--- src/rtl/hex_seq.sv ---
// rtl/hex_seq.sv - request arbiter and 4-digit scan sequencer for a 7-segment register block
//
// Two requesters (A, B) post 16-bit values. Round-robin arbitration picks one,
// latches its value and scans the four nibbles out to the decoder, one digit
// per cycle.
//
// Optional feature: define HEX_SEQ_REFRESH_EN to re-scan the latched value
// after REFRESH consecutive idle cycles. It is off by default.
//
// Ports:
//   clk          system clock, rising edge
//   rst          synchronous active-high reset
//   req_a/req_b  level requests, held until the matching ack
//   val_a/val_b  16-bit values, sampled in the ack cycle
//   ack_a/ack_b  one-cycle grant pulses
//   en           decoder write strobe (high only while scanning)
//   val          nibble to the decoder
//   dig          digit index 0..3
//   busy         high whenever the sequencer is not idle
//   owner        source of the latched value, 0=A, 1=B
module hex_seq #(
  parameter logic [15:0] REFRESH = 16'd50000
) (
  input  logic        clk,
  input  logic        rst,
  input  logic        req_a,
  input  logic [15:0] val_a,
  output logic        ack_a,
  input  logic        req_b,
  input  logic [15:0] val_b,
  output logic        ack_b,
  output logic        en,
  output logic [3:0]  val,
  output logic [1:0]  dig,
  output logic        busy,
  output logic        owner
);

  typedef enum logic [1:0] {
    IDLE  = 2'd0,
    GRANT = 2'd1,
    SCAN  = 2'd2
  } state_t;

  state_t      state;
  state_t      state_nxt;
  logic [15:0] data;
  logic [1:0]  k;       // digit currently being written during SCAN
  logic        prio_b;  // 1: B wins the next tie (A won the last grant)
  logic        win_a;
  logic        win_b;

  // The winner is decided from the request levels seen in the GRANT cycle
  // itself. A request that has already dropped there gets no ack.
  always_comb begin
    win_a = req_a & (~req_b | ~prio_b);
    win_b = req_b & (~req_a |  prio_b);
  end

`ifdef HEX_SEQ_REFRESH_EN
  logic [15:0] idle_cnt;
  logic        refresh_hit;

  always_comb begin
    refresh_hit = (idle_cnt == (REFRESH - 16'd1));
  end
`else
  logic unused_refresh;

  assign unused_refresh = ^REFRESH;
`endif

  always_comb begin
    state_nxt = state;
    ack_a     = 1'b0;
    ack_b     = 1'b0;
    en        = 1'b0;
    dig       = 2'd0;
    val       = 4'd0;
    case (state)
      IDLE: begin
        // A pending request beats an expiring refresh on the same edge.
        if (req_a || req_b) begin
          state_nxt = GRANT;
        end
`ifdef HEX_SEQ_REFRESH_EN
        else if (refresh_hit) begin
          state_nxt = SCAN;
        end
`endif
      end
      GRANT: begin
        ack_a = win_a;
        ack_b = win_b;
        // Both requests withdrawn before the grant: nothing was latched.
        // Return to IDLE instead of rescanning stale data.
        state_nxt = (win_a || win_b) ? SCAN : IDLE;
      end
      SCAN: begin
        en  = 1'b1;
        dig = k;
        val = data[{k, 2'b00} +: 4];
        if (k == 2'd3) begin
          state_nxt = IDLE;
        end
      end
      default: begin
        state_nxt = IDLE;
      end
    endcase
  end

  always_comb begin
    busy = (state != IDLE);
  end

  always_ff @(posedge clk) begin
    if (rst) begin
      state  <= IDLE;
      data   <= 16'h0000;
      owner  <= 1'b0;
      prio_b <= 1'b0;
      k      <= 2'd0;
    end else begin
      state <= state_nxt;
      // The digit index only advances while scanning. It naturally wraps
      // back to 0 on the last digit.
      if (state == SCAN) begin
        k <= k + 2'd1;
      end else begin
        k <= 2'd0;
      end
      if (ack_a) begin
        data   <= val_a;
        owner  <= 1'b0;
        prio_b <= 1'b1;
      end else if (ack_b) begin
        data   <= val_b;
        owner  <= 1'b1;
        prio_b <= 1'b0;
      end
    end
  end

`ifdef HEX_SEQ_REFRESH_EN
  // Counts consecutive IDLE cycles that stay in IDLE. Leaving IDLE, either
  // to GRANT or to a refresh SCAN, clears it.
  always_ff @(posedge clk) begin
    if (rst) begin
      idle_cnt <= 16'd0;
    end else if ((state == IDLE) && (state_nxt == IDLE)) begin
      idle_cnt <= idle_cnt + 16'd1;
    end else begin
      idle_cnt <= 16'd0;
    end
  end
`endif

  ack_exclusive: assert property (@(posedge clk) disable iff (rst) !(ack_a && ack_b));
  ack_a_single:  assert property (@(posedge clk) disable iff (rst) ack_a |=> !ack_a);
  ack_b_single:  assert property (@(posedge clk) disable iff (rst) ack_b |=> !ack_b);
  en_busy:       assert property (@(posedge clk) disable iff (rst) en |-> busy);

endmodule
--- config.mk ---
export PLATFORM = sky130hd
export DESIGN_NAME = hex_seq
export DESIGN_NICKNAME = d
export VERILOG_FILES = /design/src/rtl/hex_seq.sv
export SDC_FILE = /design/constraint.sdc
export NUM_CORES = 1
export LEC_CHECK = 0
export BUFFER_PORTS_ARGS = -buffer_cell sky130_fd_sc_hd__buf_2
export CAP_MARGIN = 15
export CORE_MARGIN = 2
export CORE_UTILIZATION = 52
export CTS_CLUSTER_DIAMETER = 100
export CTS_CLUSTER_SIZE = 16
export DETAILED_ROUTE_END_ITERATION = 7
export PLACE_DENSITY_LB_ADDON = 0.2
export SLEW_MARGIN = 20
export SYNTH_ARGS = -nofsm -noshare
export SYNTH_HDL_FRONTEND = slang
export SYNTH_SLANG_ARGS = --single-unit
--- constraint.sdc ---
create_clock -name clk -period 2.8 [get_ports clk]
set_input_delay 0.28 -clock clk [delete_from_list [all_inputs] [get_ports clk]]
set_output_delay 0.28 -clock clk [all_outputs]
set_load 0.02 [all_outputs]
==> results.md, run 1 <==
* Most frequent cell after synthesis: dfxtp_1
* Internal power at 0.000472 W
* Net Sw Frac at 31.5%
* Type of the worst min-delay path: in -> reg
* Initial antenna violation count at 0
* Non-Filler Instances at 200
* Synth top cells by count: dfxtp_1 (22), a21oi_1 (17), o21ai_1 (16), a311oi_1 (15), a211oi_2 (9)
* Starting Density at 53.5%
* DR vias at 1220
* Port Buffer Count at 46
* Root Driver: clkbuf_4
* Clk slew on worst S/H paths at 110 ps
* #FFs+latches synth at 22
* Post-synthesis simple-gate area fraction at 11.4%
* CP required at 2520 ps
* Predominant post-synthesis flop cell: dfxtp_1
* Die Ht at 53.8 microns
* Xor/xnor share of the synthesized area at 0%
* Final Cycle Share at 74.2%
* Vias per cell at 6.10
* Filler instances at 226
* Worst setup SP type: flop
* Worst Tran Pin Value at 782 ps
* Area leader, netlist: dfxtp_1
* Launching point of the worst reg2reg path: state[0]
* Warnings, synthesis at 0
* Syn_nets at 171
* TritonCTS clock tree: built
* Slowest-stage cell, CP: nor2b_1
* Detailed placement HPWL at 2140 microns
* WS Path Type: reg -> out
* Switching Power at 0.000217 W
* Post-Synth Adder-Cell Area at 0.970%
* GPL Wtd Cong at 0.773
* Setup bufs post-CTS at 0
* R2R Setup Slk at 1070 ps
* RSZ-0062 raised after global routing: false
* H-tree level count at 1
* Crit end category: output port
* Final net count at 209
* Register Area at 440 sq um
* Number of synthesized flops with an enable pin at 0
* Post-Route Utilization at 61.9%
* CP max stage delay at 650 ps
* Max Clock Freq at 0.481 GHz
* Compound-gate portion of the synthesized area at 38.1%
* First-pass GRT wire length at 4910 microns
* Clock Power Share at 20.3%
* Largest net degree at the start of global routing at 23
* Seq/Total Area, Yosys at 34.1%
* Post-synthesis mux area share at 6.98%
* Gate power share at 27.6%
* Pleak at 0.579 nW
* PD cells at 462 nW/um^2
* Hold Fails Final Rpt at 0
* CTS Sinks at 22
* CTS hold repair buffers at 0
* Critical path origin: state[0]
* Yosys top cell area share at 34.1%
* Synth top area cells: dfxtp_1 (34%), a311oi_1 (10%), a211oi_2 (8.7%), mux4_2 (7.0%), a21oi_1 (6.6%)
* I/O pins at 47
* Register share of total power at 52.1%
* CP arrival at 1800 ps
* VDD IR max at 0.000294 V
* Clock Skew at 1.23 ps
* Antenna-violating nets left at 0
* Drt total wl at 3190 microns
* Slew Limit Fails at 0
* Number of max-cap violations at 0
* Hold Startpoint: val_b[6]
* Hold WS at 234 ps
* Die Area at 2890 sq um
* Multi-input logic area at 742 sq um
* Vias in the first global route at 1044
* Status: finished clean
* # setup viols final at 0
* Layout cells sized above 1 at 40.6%
* Die Width at 53.8 microns
* Post-synth ARST share at 0%
* GRT Resource Usage Total at 23.5%
* Syn Area/Cell at 9.63 sq um
* Starting DRT DRC Count at 27
* Diodes inserted at 0
* Grt ovf at 0
* CP Cell Sequence: nor2b_1 > and3_1 > buf_2
* CP top delay family: simple AND/OR/NAND/NOR gates
* Largest family of logic cells by synthesized area: compound AO/OA/AOI/OAI gates
* Inserted Clock Buffers at 3
* Bufs on Longest Clock Path at 2
* Routed WL per cell at 16.0 microns
* Post-Synthesis Cell Area at 1290 sq um
* Post-Place Cells at 197
* Area Overhead vs Synth at 15.6%
* TNS Setup at 0 ps
* Worst-Skew Late Latency at 300 ps
* Post-Synthesis Cells at 134
* Yosys cell types at 29
* Slew headroom at 47.8%
* CORE AREA at 2410 sq um
* CP max FO at 11
* Buf/Inv on CP at 1
* DRC at 0
* Minimum clock period at 2080 ps
* Rows at 18
* Pre-antenna DRT Iters at 4
* CTS resizes at 0
-- cells by family (layout without fill, tap and decap cells) --
family | after synthesis | in the layout
buffers and inverters | 16 | 52
muxes | 4 | 4
AOI/OAI and AO/OA | 67 | 67
and+or+nand+nor | 24 | 24
DFF | 22 | 22
adders and majority gates | 1 | 1
-- sequential cells by signal, summed over array words and instances, names as in the netlist --
name / count
owner: 1
data: 16
k: 2
state: 2
prio_b: 1
-- routing by layer --
| layer | vias up | track usage (%) | wire, microns |
|---|---|---|---|
| li1 | 604 | - | - |
| met1 | 567 | 31.8 | 1530 |
| met2 | 47 | 39.0 | 1470 |
| met3 | 2 | 2.78 | 177 |
| met4 | 0 | 7.69 | 19 |
| met5 | - | 0 | 0 |
-- metrics by stage --
stage	total power (W)	cell area (sq um)	worst slack [ps]
after floorplan	0.000505	1290	1350
after global placement	0.000548	1470	1110
after detailed placement	0.000554	1470	1090
after CTS	0.000695	1490	733
after global routing	0.000727	1490	609
final	0.000690	1490	721
-- worst register-to-register path, cell delays in order (launching register included) --
cell and delay, ps:
dfxtp_1 390, nor2b_1 650, buf_4 300, a21oi_1 100, a211oi_2 220
-- cell type report --
class / instances / area share, %
sequential: 22 / 29.5
multi-input combinational: 96 / 49.7
clock buffer: 3 / 1.51
tap: 30 / 2.52
timing repair buffer: 48 / 16.4
inverter: 1 / 0.252
-- power by group through the flow --
stage	Clock [W]	Combinational, W	Sequential (W)
after detailed placement	0	0.000188	0.000366
after floorplan	0	0.000144	0.000361
after global routing	0.000156	0.000208	0.000363
final	0.000140	0.000190	0.000359
after CTS	0.000147	0.000189	0.000359
after global placement	0	0.000184	0.000364
-- placed cells by master (no fill, tap or decap) --
cell type	Yosys	routed
buf_2	5	46
a211oi_1	7	7
a311oi_1	15	15
a2bb2oi_1	1	1
o21ai_1	16	16
or2_1	1	1
nor2b_1	1	1
nand3b_1	1	1
nand2b_1	3	3
a31oi_1	1	1
clkbuf_4	0	3
a311oi_2	1	1
buf_4	3	2
nor2_4	1	1
a211oi_2	9	9
inv_2	1	1
nor3_1	4	4
ha_1	1	1
dfxtp_1	22	22
a21oi_1	17	17
mux4_2	4	4
and2_1	7	7
or2_2	1	1
nor3b_1	1	1
nand2_2	1	1
nor2_1	2	2
and3_1	1	1
-- path summary, 6_finish.rpt --
kind / to / cells past startpoint
worst max register to register: data[9] / 4
worst max-delay path: ack_b / 3
worst min register to register: data[15] / 2
worst min-delay path: data[6] / 3
No activity file was read; power rests on OpenSTA's default activity.
==> run 2: changes to the inputs <==
--- a/config.mk
+++ b/config.mk
@@ -8,7 +8,7 @@
 export BUFFER_PORTS_ARGS = -buffer_cell sky130_fd_sc_hd__buf_2
 export CAP_MARGIN = 15
 export CORE_MARGIN = 2
-export CORE_UTILIZATION = 52
+export CORE_UTILIZATION = 44
 export CTS_CLUSTER_DIAMETER = 100
 export CTS_CLUSTER_SIZE = 16
 export DETAILED_ROUTE_END_ITERATION = 7
==> constraint.sdc (replaced) <==
create_clock -name clk -period 1.9 [get_ports clk]
set_input_delay 0.19 -clock clk [delete_from_list [all_inputs] [get_ports clk]]
set_output_delay 0.19 -clock clk [all_outputs]
set_load 0.02 [all_outputs]
==> results.md, run 2 (synthesized netlist as in run 1, its figures left out) <==
* RSZ-0062 raised after global routing: false (unchanged)
* CP required at 1710 ps (was 2520 ps)
* Top reg by flops: data (unchanged)
* GR Util met3 at 5.36% (was 2.78%)
* Setup bufs post-CTS at 0 (unchanged)
* Max Clock Freq at 0.563 GHz
* Clk slew on worst S/H paths at 120 ps (was 110 ps)
* Clock Power Share at 24.1% (was 20.3%)
* H-tree level count at 1 (unchanged)
* GRT met1 Usage at 28.5% (was 31.8%)
* Detailed placement HPWL at 2480 microns (was 2140 microns)
* GR Util met2 at 39.3% (was 39.0%)
* Gate power share at 27.2% (was 27.6%)
* Final net count at 213 (was 209)
* TNS Setup at 0 ps (unchanged)
* CP max FO at 7 (was 11)
* PD cells at 707 nW/um^2 (was 462 nW/um^2)
* WS Path Type: reg -> out (unchanged)
* Initial antenna violation count at 0 (unchanged)
* Most frequent cells in the layout: buf_2 (46), dfxtp_1 (20), a21oi_1 (17), o21ai_1 (16), a311oi_1 (15) (was buf_2 (46), dfxtp_1 (22), a21oi_1 (17), o21ai_1 (16), a311oi_1 (15))
* Final Cycle Share at 93.4%
* GPL Wtd Cong at 0.721 (was 0.773)
* Die Width at 58.1 microns (was 53.8 microns)
* Register share of total power at 48.7% (was 52.1%)
* CORE AREA at 2780 sq um (was 2410 sq um)
* # setup viols final at 0 (unchanged)
* Number of max-cap violations at 0 (unchanged)
* Biggest regs: data: 16 flops, k: 2 flops, state: 2 flops (unchanged)
* Worst setup SP type: flop (unchanged)
* Design area at 1540 sq um (was 1490 sq um)
* Largest net degree at the start of global routing at 23 (unchanged)
* Routed WL per cell at 17.2 microns (was 16.0 microns)
* Net Sw Frac at 31.3% (was 31.5%)
* Rows at 19 (was 18)
* CTS hold repair buffers at 0 (unchanged)
* Minimum clock period at 1780 ps
* Status: finished clean (unchanged)
* TritonCTS clock tree: built (unchanged)
* Starting Density at 46.4% (was 53.5%)
* Pre-antenna DRT Iters at 4 (unchanged)
* Antenna-violating nets left at 0 (unchanged)
* Internal power at 0.000749 W (was 0.000472 W)
* Bufs on Longest Clock Path at 2 (unchanged)
* Layout cells sized above 1 at 44.0% (was 40.6%)
* Starting DRT DRC Count at 78 (was 27)
* Grt ovf at 0 (unchanged)
* Clock Skew at 1.12 ps (was 1.23 ps)
* Most Used Layer, Global Route: met2 (unchanged)
* Placed cell areas at 1500 sq um (was 1470 sq um)
* Slew Limit Fails at 0 (unchanged)
* Hold Fails Final Rpt at 0 (unchanged)
* Worst-Skew Late Latency at 310 ps (was 300 ps)
* Inserted Clock Buffers at 3 (unchanged)
* Slew headroom at 51.2% (was 47.8%)
* Drt total wl at 3550 microns (was 3190 microns)
* DR vias at 1269 (was 1220)
* Pleak at 0.607 nW (was 0.579 nW)
* Largest register FFs at 16 (unchanged)
* Vias per cell at 6.16 (was 6.10)
* Switching Power at 0.000341 W (was 0.000217 W)
* Crit end category: output port (unchanged)
* CTS resizes at 0 (unchanged)
* Worst Tran Pin Value at 732 ps (was 782 ps)
* R2R depth at 3 (was 4)
* Hold WS at 136 ps (was 234 ps)
* Commonest non-fill, non-tap cell in the layout: buf_2 (unchanged)
* CP arrival at 1590 ps (was 1800 ps)
* VDD IR max at 0.000695 V (was 0.000294 V)
* Die Area at 3380 sq um (was 2890 sq um)
* Root Driver: clkbuf_4 (unchanged)
* Area Overhead vs Synth at 19.4% (was 15.6%)
* DRC at 0 (unchanged)
* First-pass GRT wire length at 5840 microns (was 4910 microns)
* Diodes inserted at 0 (unchanged)
* Vias in the first global route at 1235 (was 1044)
* Port Buffer Count at 46 (unchanged)
* CTS Sinks at 22 (unchanged)
* GRT Resource Usage Total at 22.6% (was 23.5%)
* I/O pins at 47 (unchanged)
* Hold Path Cell Cnt at 3 (unchanged)
* Die Ht at 58.1 microns (was 53.8 microns)
* Type of the worst min-delay path: in -> reg (unchanged)
[run 2: changes by cell type in the layout (fill, tap and decap cells not counted), sizes merged]
cell    before  now
buf         48   52
clkbuf       3    4
[run 2: power by group through the flow]
stage | sequential [W] | clock [W] | combinational, W
floorplan | 0.000532 | 0 | 0.000212
global placement | 0.000540 | 0 | 0.000285
detailed placement | 0.000540 | 0 | 0.000296
CTS | 0.000530 | 0.000274 | 0.000297
global route | 0.000535 | 0.000291 | 0.000328
finish | 0.000531 | 0.000263 | 0.000296
[run 2: cell type report]
type	count	area, sq um
multi-input cells	96	743
well taps	31	38.8
inverters	1	3.75
fillers	270	1240
flip-flops and latches	22	443
clock buffers	4	36.3
repair buffers	52	275
[run 2: metrics by stage]
| stage | std cells | util, % | setup WS (ps) | power [W] |
|---|---|---|---|---|
| 4_1_cts | 206 | 55.2 | 9.51 | 0.00110 |
| 2_1_floorplan | 134 | - | 536 | 0.000744 |
| 6_report | 206 | 55.4 | 125 | 0.00109 |
| 5_1_grt | 206 | 55.4 | 69.8 | 0.00115 |
| 3_5_place_dp | 202 | 53.9 | 343 | 0.000837 |
| 3_3_place_gp | 202 | 53.9 | 413 | 0.000825 |
[run 2: critical path, cell delays in order, from the launching register on]
cell	delay [ps]
dfxtp_2	440
mux4_2	510
and2_1	170
buf_2	150
[run 2: final timing paths]
path | startpoint | slack, ps | to
worst max register to register | state[1] | 350 | data[14]
worst max-delay path | k[0] | 120 | val[3]
worst min-delay path | val_b[4] | 140 | data[4]
worst min register to register | data[8] | 530 | data[8]
[run 2: metal layers]
metal,vias up,wire (microns)
met5,-,0
met2,50,1750
met3,4,221
li1,612,-
met1,603,1530
met4,0,39
